### config.mk
export PLATFORM = sky130hd
export DESIGN_NAME = clken_synth
export DESIGN_NICKNAME = d
export VERILOG_FILES = /design/src/rtl/clken_synth_pkg.sv /design/src/rtl/clken_synth_ch.sv /design/src/rtl/clken_synth.sv
export SDC_FILE = /design/constraint.sdc
export NUM_CORES = 1
export LEC_CHECK = 0
export BUFFER_PORTS_ARGS = -buffer_cell sky130_fd_sc_hd__buf_4
export CAP_MARGIN = 20
export CORE_ASPECT_RATIO = 0.75
export CORE_MARGIN = 5
export CORE_UTILIZATION = 59
export CTS_BUF_LIST = sky130_fd_sc_hd__clkbuf_8
export DETAILED_ROUTE_END_ITERATION = 12
export PLACE_DENSITY_LB_ADDON = 0.08
export SLEW_MARGIN = 5
export SYNTH_ARGS = -nofsm -noshare
export SYNTH_HDL_FRONTEND = slang
export SYNTH_SLANG_ARGS = --single-unit
### constraint.sdc
create_clock -name clk_i -period 5.8 [get_ports clk_i]
set_input_delay 0.87 -clock clk_i [delete_from_list [all_inputs] [get_ports clk_i]]
set_output_delay 0.87 -clock clk_i [all_outputs]
set_load 0.01 [all_outputs]
### src/rtl/clken_synth_pkg.sv
// Shared types and helpers for the clken_synth fractional clock-enable synthesiser.
// Build option: define CLKEN_SYNTH_PHASE_EN to build the phase-step logic.
package clken_synth_pkg;

  localparam int CFG_W    = 32;
  localparam int CFG_CH_W = 3;

  typedef struct packed {
    logic [CFG_CH_W-1:0] ch;
    logic [CFG_W-1:0]    num;
    logic [CFG_W-1:0]    den;
  } cfg_t;

  typedef enum logic {
    PS_RETARD  = 1'b0,
    PS_ADVANCE = 1'b1
  } ps_dir_e;

  function automatic logic ch_enabled(input logic [CFG_W-1:0] num,
                                      input logic [CFG_W-1:0] den);
    return (num != 32'd0) && (num <= den);
  endfunction

endpackage

### src/rtl/clken_synth_ch.sv
// One strobe channel: Bresenham num/den accumulator, lock counter and phase step.
// Phase stepping is built only when CLKEN_SYNTH_PHASE_EN is defined.
module clken_synth_ch
  import clken_synth_pkg::*;
#(
  parameter int ACC_W        = 16,
  parameter int INIT_NUM     = 6,
  parameter int INIT_DEN     = 25,
  parameter int LOCK_STROBES = 16
) (
  input  logic             clk_i,
  input  logic             resetn_i,
  input  logic             apply_i,
  input  logic [CFG_W-1:0] apply_num_i,
  input  logic [CFG_W-1:0] apply_den_i,
  input  logic             ps_valid_i,
  input  logic             ps_dir_i,
  output logic             stb_o,
  output logic             locked_o,
  output logic             enabled_o
);

  localparam int SUM_W = ACC_W + 2;
  localparam int CNT_W = (LOCK_STROBES > 0) ? $clog2(LOCK_STROBES + 1) : 1;
  localparam logic [CNT_W-1:0] LOCK_CNT = CNT_W'(LOCK_STROBES);

  logic [ACC_W-1:0] num_q, den_q, acc_q, acc_d;
  logic [CNT_W-1:0] cnt_q, cnt_d;
  logic             stb_q, locked_q, en_q;
  logic [SUM_W-1:0] add_s, sum_s, rem_s;
  logic             wrap_s, hold_s;

`ifndef CLKEN_SYNTH_PHASE_EN
  logic unused_ps_s;
  assign unused_ps_s = ps_valid_i ^ ps_dir_i;
`endif

  // Next accumulator value, wrap decision and saturating lock count.
  always_comb begin
    hold_s = 1'b0;
    add_s  = {2'b00, num_q};
`ifdef CLKEN_SYNTH_PHASE_EN
    if (ps_valid_i && (ps_dir_e'(ps_dir_i) == PS_ADVANCE)) begin
      add_s = {1'b0, num_q, 1'b0};
    end else if (ps_valid_i) begin
      hold_s = 1'b1;
    end else begin
      add_s = {2'b00, num_q};
    end
`endif
    sum_s  = {2'b00, acc_q} + add_s;
    wrap_s = !hold_s && (sum_s >= {2'b00, den_q});
    rem_s  = wrap_s ? (sum_s - {2'b00, den_q}) : sum_s;
    // A double add may leave a remainder past den; clamp so at most one wrap occurs.
    if (hold_s) begin
      acc_d = acc_q;
    end else if (rem_s >= {2'b00, den_q}) begin
      acc_d = den_q - ACC_W'(1);
    end else begin
      acc_d = rem_s[ACC_W-1:0];
    end
    if (stb_q && (cnt_q != LOCK_CNT)) begin
      cnt_d = cnt_q + CNT_W'(1);
    end else begin
      cnt_d = cnt_q;
    end
  end

  // Channel state: reset, config apply, run, or parked while disabled.
  always_ff @(posedge clk_i) begin
    if (!resetn_i) begin
      num_q    <= ACC_W'(INIT_NUM);
      den_q    <= ACC_W'(INIT_DEN);
      en_q     <= ch_enabled(CFG_W'(INIT_NUM), CFG_W'(INIT_DEN));
      acc_q    <= '0;
      stb_q    <= 1'b0;
      cnt_q    <= '0;
      locked_q <= 1'b0;
    end else if (apply_i) begin
      num_q    <= apply_num_i[ACC_W-1:0];
      den_q    <= apply_den_i[ACC_W-1:0];
      en_q     <= ch_enabled(apply_num_i, apply_den_i);
      acc_q    <= '0;
      stb_q    <= 1'b0;
      cnt_q    <= '0;
      locked_q <= 1'b0;
    end else if (en_q) begin
      acc_q    <= acc_d;
      stb_q    <= wrap_s;
      cnt_q    <= cnt_d;
      locked_q <= (cnt_d >= LOCK_CNT);
    end else begin
      acc_q    <= '0;
      stb_q    <= 1'b0;
      cnt_q    <= '0;
      locked_q <= 1'b0;
    end
  end

  assign stb_o     = stb_q;
  assign locked_o  = locked_q;
  assign enabled_o = en_q;

endmodule

### src/rtl/clken_synth.sv
// Multi-channel fractional clock-enable synthesiser: pending config slot, handshake, channel array.
// Build option: CLKEN_SYNTH_PHASE_EN enables the ps_* phase-step inputs.
module clken_synth
  import clken_synth_pkg::*;
#(
  parameter int CHANNELS     = 2,
  parameter int ACC_W        = 16,
  parameter int INIT_NUM     = 6,
  parameter int INIT_DEN     = 25,
  parameter int LOCK_STROBES = 16,
  localparam int CH_W        = (CHANNELS > 1) ? $clog2(CHANNELS) : 1
) (
  input  logic                clk_i,
  input  logic                resetn_i,
  input  logic                cfg_valid_i,
  output logic                cfg_ready_o,
  input  logic [CH_W-1:0]     cfg_ch_i,
  input  logic [ACC_W-1:0]    cfg_num_i,
  input  logic [ACC_W-1:0]    cfg_den_i,
  input  logic                ps_valid_i,
  input  logic [CH_W-1:0]     ps_ch_i,
  input  logic                ps_dir_i,
  output logic [CHANNELS-1:0] stb_o,
  output logic [CHANNELS-1:0] locked_o
);

  cfg_t                pend_q;
  logic                pend_vld_q, cfg_ready_q;
  logic [CHANNELS-1:0] apply_s, ps_hit_s, stb_s, locked_s, en_s;
  logic                bad_ch_s, retire_s;

  // A pending config for a channel that does not exist is dropped rather than stalling the slot.
  assign bad_ch_s = pend_vld_q && (int'(pend_q.ch) >= CHANNELS);
  assign retire_s = (|apply_s) || bad_ch_s;

  for (genvar i = 0; i < CHANNELS; i++) begin : g_ch
    assign apply_s[i]  = pend_vld_q && (pend_q.ch == CFG_CH_W'(i)) && (stb_s[i] || !en_s[i]);
    assign ps_hit_s[i] = ps_valid_i && (ps_ch_i == CH_W'(i));

    clken_synth_ch #(
      .ACC_W        (ACC_W),
      .INIT_NUM     (INIT_NUM),
      .INIT_DEN     (INIT_DEN),
      .LOCK_STROBES (LOCK_STROBES)
    ) u_ch (
      .clk_i       (clk_i),
      .resetn_i    (resetn_i),
      .apply_i     (apply_s[i]),
      .apply_num_i (pend_q.num),
      .apply_den_i (pend_q.den),
      .ps_valid_i  (ps_hit_s[i]),
      .ps_dir_i    (ps_dir_i),
      .stb_o       (stb_s[i]),
      .locked_o    (locked_s[i]),
      .enabled_o   (en_s[i])
    );
  end

  // Pending config slot and the ready flag that guards it.
  always_ff @(posedge clk_i) begin
    if (!resetn_i) begin
      pend_q      <= '0;
      pend_vld_q  <= 1'b0;
      cfg_ready_q <= 1'b1;
    end else if (retire_s) begin
      pend_vld_q  <= 1'b0;
      cfg_ready_q <= 1'b1;
    end else if (cfg_valid_i && cfg_ready_q) begin
      pend_q      <= '{ch: CFG_CH_W'(cfg_ch_i), num: CFG_W'(cfg_num_i), den: CFG_W'(cfg_den_i)};
      pend_vld_q  <= 1'b1;
      cfg_ready_q <= 1'b0;
    end else begin
      pend_vld_q  <= pend_vld_q;
      cfg_ready_q <= cfg_ready_q;
    end
  end

  assign cfg_ready_o = cfg_ready_q;
  assign stb_o       = stb_s;
  assign locked_o    = locked_s;

endmodule

==> impl_metrics.json, run 1 <==
{
  "outcome": "finished with violations",
  "violations": "setup timing",
  "tightestPinTransition_ns": 1.46,
  "layout_commonest_cell": "nand2_1",
  "antenna_cells": 0,
  "final_area_um2": 13900,
  "drv_cap": 0,
  "fin_skew_ns": 0.0126,
  "whs_ns": 0.471,
  "wl_um": 32600,
  "worstSetupStartpointType": "flip-flop",
  "vias_per_cell": 5.94,
  "drt.antenna.violating_nets": 0,
  "die_y_um": 127,
  "power_density_nw_per_um2": 733,
  "endpoint_kind": "flip-flop",
  "max_slew_margin": 0.0268,
  "grt_pass1_wl_um": 49200,
  "areaGrowthSynthToFinish_pct": 29.8,
  "drt_iter0_drc": 1040,
  "grt_antenna_before_repair": 0,
  "vias": 10700,
  "grt_setup_unrepaired": "true",
  "cts_inserted_buffers": 17,
  "ios": 44,
  "crit_arrival_ns": 6.68,
  "cp_data_required_time_ns": 6.18,
  "hold_violations": 0,
  "dieArea_um2": 21000,
  "ys_seq_area_frac": 0.271,
  "ys.warnings.count": 0,
  "floorplan.initialDensity": 0.603,
  "dp_hpwl_um": 23100,
  "multi_input_area_um2": 7970,
  "grt_max_degree": 103,
  "dp_worst_setup_slack_ns": -0.544,
  "finalCritPeriodShare": 1.08,
  "overflow": 0,
  "fill_cells": 1285,
  "drive_above_1_share": 0.264,
  "cts_tree": "yes",
  "hold_path_class": "reg -> reg",
  "leakagePower_uw": 0.00596,
  "seqCellArea_um2": 2910,
  "final.min_clock_period_ns": 6.29,
  "grt_pass1_vias": 9812,
  "setup_tns_ns": -9.30,
  "cpPeakStageDelay_ns": 0.39,
  "ys_types": 68,
  "core-area_um2": 17800,
  "synth_area_per_cell_um2": 7.92,
  "path_buf_inv": 7,
  "synthArstFlopShare": 0,
  "clk_latency_ns": 0.46,
  "ir_drop_uv": 429,
  "critPathSlowestCell": "fa_2",
  "gp_congestion": 0.951,
  "ys_ff_latch": 145,
  "drt_first_pass_iters": 5,
  "wire_per_inst_um": 18.1,
  "cp_max_fo": 8,
  "clk_pin_slew_ns": 0.09,
  "setup_slack_ns": -0.492,
  "drc": 0,
  "place_area_um2": 12300,
  "path_class": "reg -> reg",
  "syn_nets": 1514,
  "fmax_mhz": 159,
  "htree_levels": 4,
  "port_buffers": 40,
  "postSynthCellCount": 1353,
  "final_cell_mix": "234 x nand2_1, 213 x buf_4, 141 x dfxtp_1",
  "finalSetupViolations": 32,
  "clk_path_buf_depth": 2,
  "crit_family": "compound AO/OA/AOI/OAI gates",
  "synth_edf_count": 0,
  "grt_usage": 0.283,
  "synth_top_flop_cell": "dfxtp_1",
  "die_x_um": 166,
  "cts_sinks": 145,
  "cpMostUsedCell": "ha_4",
  "nets": 1714,
  "ctsRootBufferMaster": "clkbuf_8",
  "drv_slew": 0,
  "syn_area_um2": 10700,
  "num_rows": 42
}
[Yosys cell counts (3+ instances only)]
library cell	instances	area share
a211oi_1	40	0.028
a211oi_2	10	0.012
a21boi_0	89	0.062
a21o_1	25	0.018
a21oi_1	81	0.038
a311o_1	3	0.0028
a31oi_1	9	0.0053
and2_1	5	0.0029
and3_1	3	0.0018
buf_1	5	0.0018
buf_2	6	0.0028
buf_4	5	0.0035
clkbuf_1	39	0.014
dfxtp_1	145	0.27
fa_1	4	0.0075
ha_1	118	0.14
inv_1	105	0.037
mux2_2	7	0.0074
mux2i_1	27	0.025
nand2_1	238	0.083
nand2b_1	10	0.0058
nand3_1	35	0.016
nand4_1	26	0.015
nor2_1	62	0.022
nor2b_1	9	0.0053
nor3_1	18	0.0084
nor4_1	16	0.0093
o211ai_1	13	0.0091
o21a_1	13	0.0091
o21ai_0	42	0.020
o21bai_1	4	0.0028
o31a_1	3	0.0025
o31ai_1	3	0.0021
or3_1	3	0.0018
or4_1	5	0.0035
xnor2_1	58	0.047
xor2_1	23	0.019
[worst register-to-register path: cells and delay by family (launching register included)]
kind                       cells  cell delay, ns
AOI/OAI and AO/OA             12            2.62
xor gates and xnor gates       1            0.26
adders and majority gates      4            1.10
buffers and inverters          7            0.91
DFF                            1            0.34
muxes                          1            0.24
and+or+nand+nor                6            0.75
[report_power, final]
group | total (µW) | switching, µW | internal (µW)
Clock | 744 | 437 | 307
Sequential | 1220 | 92.6 | 1130
Combinational | 8230 | 4010 | 4220
[flip-flops by register name, summed over array words and instances (netlist names), named ones only]
| name | count |
|---|---|
| cfg_ready_o | 1 |
| g_ch.u_ch.acc_q | 32 |
| g_ch.u_ch.cnt_q | 6 |
| g_ch.u_ch.den_q | 32 |
| g_ch.u_ch.enabled_o | 2 |
| g_ch.u_ch.num_q | 32 |
| g_ch.u_ch.stb_o | 2 |
| pend_q | 33 |
| pend_vld_q | 1 |
[cell type report]
class                           instances  area share
Clock buffer                           17      0.0168
Clock inverter                         15     0.00890
Inverter                              105      0.0283
Multi-Input combinational cell       1046       0.572
Sequential cell                       145       0.209
Tap cell                              242      0.0218
Timing Repair Buffer                  238       0.143
[cells by family (layout without fill, tap and decap cells)]
family	after synthesis	after routing	share of synthesized area
AOI/OAI and AO/OA	365	365	0.238
DFF	145	145	0.271
adders and majority gates	122	122	0.145
muxes	34	34	0.0326
and+or+nand+nor	444	444	0.187
xor gates and xnor gates	81	81	0.0662
buffers and inverters	162	375	0.0606
[path summary, 6_finish.rpt]
check | from | endpoint | slack, ns | cells past startpoint
setup reg to reg | g_ch[1].u_ch.num_q[0] | g_ch[1].u_ch.acc_q[15] | -0.49 | 31
hold / removal | g_ch[1].u_ch.num_q[15] | g_ch[1].u_ch.num_q[15] | 0.47 | 2
hold reg to reg | g_ch[1].u_ch.num_q[15] | g_ch[1].u_ch.num_q[15] | 0.47 | 2
setup / recovery | g_ch[1].u_ch.num_q[0] | g_ch[1].u_ch.acc_q[15] | -0.49 | 31
[through the flow]
step                      power (µW)   util  cells
after floorplan                 4810      -   1353
after global placement          6760  0.694   1736
after detailed placement        6910  0.694   1736
after CTS                       8630  0.739   1787
after global routing           10800  0.783   1808
final                          10200  0.783   1808
[layer usage]
layer  vias to the layer above  part of all wire  GRT usage
met5                         -                 0          0
met4                         0            0.0098     0.0451
met2                       387              0.43      0.422
li1                       5174                 -          -
met1                      5144              0.48      0.430
met3                        35             0.083     0.0541
[repair_timing]
item / 4_1_cts / 5_1_grt
endpoints found under the hold margin: 0 / 0
pin swaps: 27 / 79
gates resized for setup: 56 / 110
setup buffers: 16 / 22
hold buffers: 0 / 0
endpoints found under the setup margin: 32 / 32
cloned: 3 / 0
(Power assumes the default switching activity.)
==> run 2, diff against run 1 <==
--- a/config.mk
+++ b/config.mk
@@ -5,6 +5,7 @@
 export SDC_FILE = /design/constraint.sdc
 export NUM_CORES = 1
 export LEC_CHECK = 0
+export ABC_AREA = 1
 export BUFFER_PORTS_ARGS = -buffer_cell sky130_fd_sc_hd__buf_4
 export CAP_MARGIN = 20
 export CORE_ASPECT_RATIO = 0.75
==> run 2 against run 1 <==
Effect of this change:
- the flow now finishes without violations
- cell area decreased by 13%
- fmax increased by 20%
- cell count increased by 12%
- power decreased by 24%
- non-clock buffer count decreased by 191
==> impl_metrics.json, run 2 <==
{
  "min-delay-start": "g_ch[1].u_ch.cnt_q[1]",
  "multi_input_area_um2": 7180,
  "min_to": "g_ch[1].u_ch.cnt_q[1]",
  "ff2ff_setup_slack_ns": 0.56,
  "cpMostUsedCell": "nand2_1",
  "p_clk_frac": 0.100,
  "critPathSlowestCell": "ha_1",
  "synthTopCellsByCount": "450 x nand2_1, 264 x inv_1, 149 x a21oi_1",
  "endpoint_kind": "flip-flop",
  "r2r_end": "g_ch[1].u_ch.acc_q[7]",
  "vias_per_cell": 5.40,
  "drv_cap": 0,
  "dieArea_um2": 22200,
  "instances_no_fill": 2017,
  "wire_per_inst_um": 14.8,
  "ys_ff_latch": 145,
  "drt_iter0_drc": 1060,
  "internal_power_uw": 3490,
  "seq_power_share": 0.160,
  "gp_congestion": 0.979,
  "ys_seq_area_frac": 0.255,
  "synth_top_flop_cell": "dfxtp_1",
  "tightestPinTransition_ns": 0.825,
  "grt_setup_unrepaired": "false",
  "cts_setup_buffers": 0,
  "grt_pass1_vias": 9367,
  "yosysTopAreaCellShare": 0.255,
  "syn_nets": 1895,
  "grt_usage": 0.267,
  "grt_use_met1": 0.432,
  "grt_pass1_wl_um": 47800,
  "share_comb_of_total_power": 0.741,
  "p_sw_frac": 0.552,
  "dp.cells": 1985,
  "finalCritPeriodShare": 0.903,
  "ctsRootBufferMaster": "clkbuf_8",
  "hold_depth": 2,
  "regMostFlops": "pend_q",
  "ir_drop_uv": 498,
  "setup_slack_ns": 0.561,
  "hold_path_class": "reg -> reg",
  "cts_resized": 0,
  "clk_latency_ns": 0.45,
  "finalSetupViolations": 0,
  "antenna_cells": 0,
  "wl_um": 29800,
  "final_cell_mix": "450 x nand2_1, 265 x inv_1, 149 x a21oi_1",
  "die_x_um": 170,
  "cp_max_fo": 14,
  "power_density_nw_per_um2": 639,
  "max_slew_margin": 0.450,
  "hold_violations": 0,
  "drt.antenna.violating_nets": 0,
  "synth_compound_area_frac": 0.148,
  "overflow": 0,
  "synthMuxAreaShare": 0,
  "cp_data_required_time_ns": 6.18,
  "met2_usage": 0.361,
  "floorplan.initialDensity": 0.594,
  "cpPeakStageDelay_ns": 0.34,
  "htree_levels": 4,
  "fmax_mhz": 191,
  "crit_family": "simple AND/OR/NAND/NOR gates",
  "grt_antenna_before_repair": 0,
  "ys_types": 48,
  "synth_edf_count": 0,
  "clk_pin_slew_ns": 0.09,
  "crit_arrival_ns": 5.61,
  "seqCellArea_um2": 2900,
  "path_buf_inv": 5,
  "ios": 44,
  "dp_hpwl_um": 24100,
  "switchingPower_uw": 4290,
  "die_y_um": 130,
  "synth_top_family_by_area": "simple AND/OR/NAND/NOR gates",
  "syn_area_um2": 11400,
  "largest_reg_flops": 33,
  "fin_util": 0.635,
  "fill_cells": 1836,
  "synth_adder_area_share": 0.137,
  "setup_tns_ns": 0,
  "fin_skew_ns": 0.0159,
  "synthSimpleGateAreaFrac": 0.296,
  "layout_commonest_cell": "nand2_1",
  "dp_worst_setup_slack_ns": 0.722,
  "path_class": "reg -> reg",
  "postCtsHoldBufs": 0,
  "synth.most_common_cell": "nand2_1",
  "outcome": "finished clean",
  "port_buffers": 40,
  "synth_top_cell_by_area": "dfxtp_1",
  "whs_ns": 0.508,
  "ys.warnings.count": 0,
  "synth_area_per_cell_um2": 6.56,
  "final.min_clock_period_ns": 5.24,
  "yosys-top-cells-area": "dfxtp_1 26%, nand2_1 15%, ha_1 13%",
  "drt_first_pass_iters": 5,
  "r2r-start": "g_ch[1].u_ch.acc_q[2]",
  "cts_tree": "yes",
  "synth_xor_area_frac": 0.0493,
  "leakagePower_uw": 0.00638,
  "grt-busiest-layer": "met1",
  "ff2ff_path_depth": 35,
  "num_rows": 44,
  "drc": 0,
  "cts_inserted_buffers": 17,
  "grt_max_degree": 102,
  "clk_path_buf_depth": 2,
  "core-area_um2": 19200,
  "synthArstFlopShare": 0,
  "areaGrowthSynthToFinish_pct": 6.99,
  "drv_slew": 0,
  "vias": 10900,
  "worstSetupStartpointType": "flip-flop",
  "cts_sinks": 145,
  "nets": 1912,
  "postSynthCellCount": 1734,
  "drive_above_1_share": 0.0850,
  "use_met3": 0.0515
}
run 2: changes by cell type in the layout (fill, tap and decap cells not counted), sizes merged, moves of 47 or more:
cell	previous run	this run
buf	238	47
a211oi	50	3
a21oi	81	159
inv	113	283
nand2	238	476
nor2	62	137
o21ai	44	119
a21boi	89	1
run 2: logic make-up (layout without fill, tap and decap cells):
| kind of cell | count (synthesis) | after routing |
|---|---|---|
| AND/OR/NAND/NOR | 774 | 774 |
| buffers and inverters | 324 | 354 |
| AO/OA/AOI/OAI | 305 | 305 |
| flip-flops | 145 | 145 |
| adder cells (fa/ha/maj) | 122 | 122 |
| XOR/XNOR | 64 | 64 |
run 2: worst max-delay path by stage:
stage / from / slack, ns / depth (start not counted) / to
6_report: g_ch[1].u_ch.acc_q[2] / 0.56 / 35 / g_ch[1].u_ch.acc_q[7]
5_1_grt: g_ch[0].u_ch.acc_q[0] / 0.02 / 40 / g_ch[0].u_ch.acc_q[6]
4_1_cts: g_ch[0].u_ch.acc_q[0] / 0.66 / 34 / g_ch[0].u_ch.acc_q[2]
3_5_place_dp: g_ch[0].u_ch.acc_q[0] / 0.72 / 37 / g_ch[0].u_ch.acc_q[3]
3_3_place_gp: g_ch[0].u_ch.acc_q[0] / 0.79 / 37 / g_ch[0].u_ch.acc_q[11]
2_1_floorplan: g_ch[0].u_ch.acc_q[0] / 1.49 / 34 / g_ch[0].u_ch.acc_q[11]
run 2: per-stage QoR:
stage	power [µW]	cell area (µm²)
finish	7770	12200
global route	8580	12200
CTS	7680	12200
detailed placement	6880	11800
global placement	6730	11800
floorplan	5810	11400
run 2: tightest hold or removal path: stages (launching register included):
cell	delay (ns)
dfxtp_1	0.34
inv_1	0.07
a21oi_1	0.06
run 2: power by group through the flow:
stage	Sequential, µW	Clock, µW	Combinational [µW]
3_5_place_dp	1260	0	5620
4_1_cts	1240	794	5650
6_report	1240	776	5760
2_1_floorplan	1240	0	4570
3_3_place_gp	1260	0	5470
5_1_grt	1260	837	6490
run 2: layer usage:
| metal | wire length, µm | part of all wire | up-vias |
|---|---|---|---|
| met5 | 0 | 0 | - |
| met1 | 15600 | 0.52 | 4882 |
| met3 | 2480 | 0.083 | 24 |
| li1 | - | - | 5597 |
| met2 | 11400 | 0.38 | 380 |
| met4 | 356 | 0.012 | 0 |
run 2: area by class of cell:
| class | count | share of cell area |
|---|---|---|
| multi-input cells | 1265 | 0.590 |
| flip-flops and latches | 145 | 0.239 |
| inverters | 275 | 0.0850 |
| repair buffers | 47 | 0.0290 |
| well taps | 253 | 0.0260 |
| clock buffers | 17 | 0.0192 |
| clock inverters | 15 | 0.0122 |
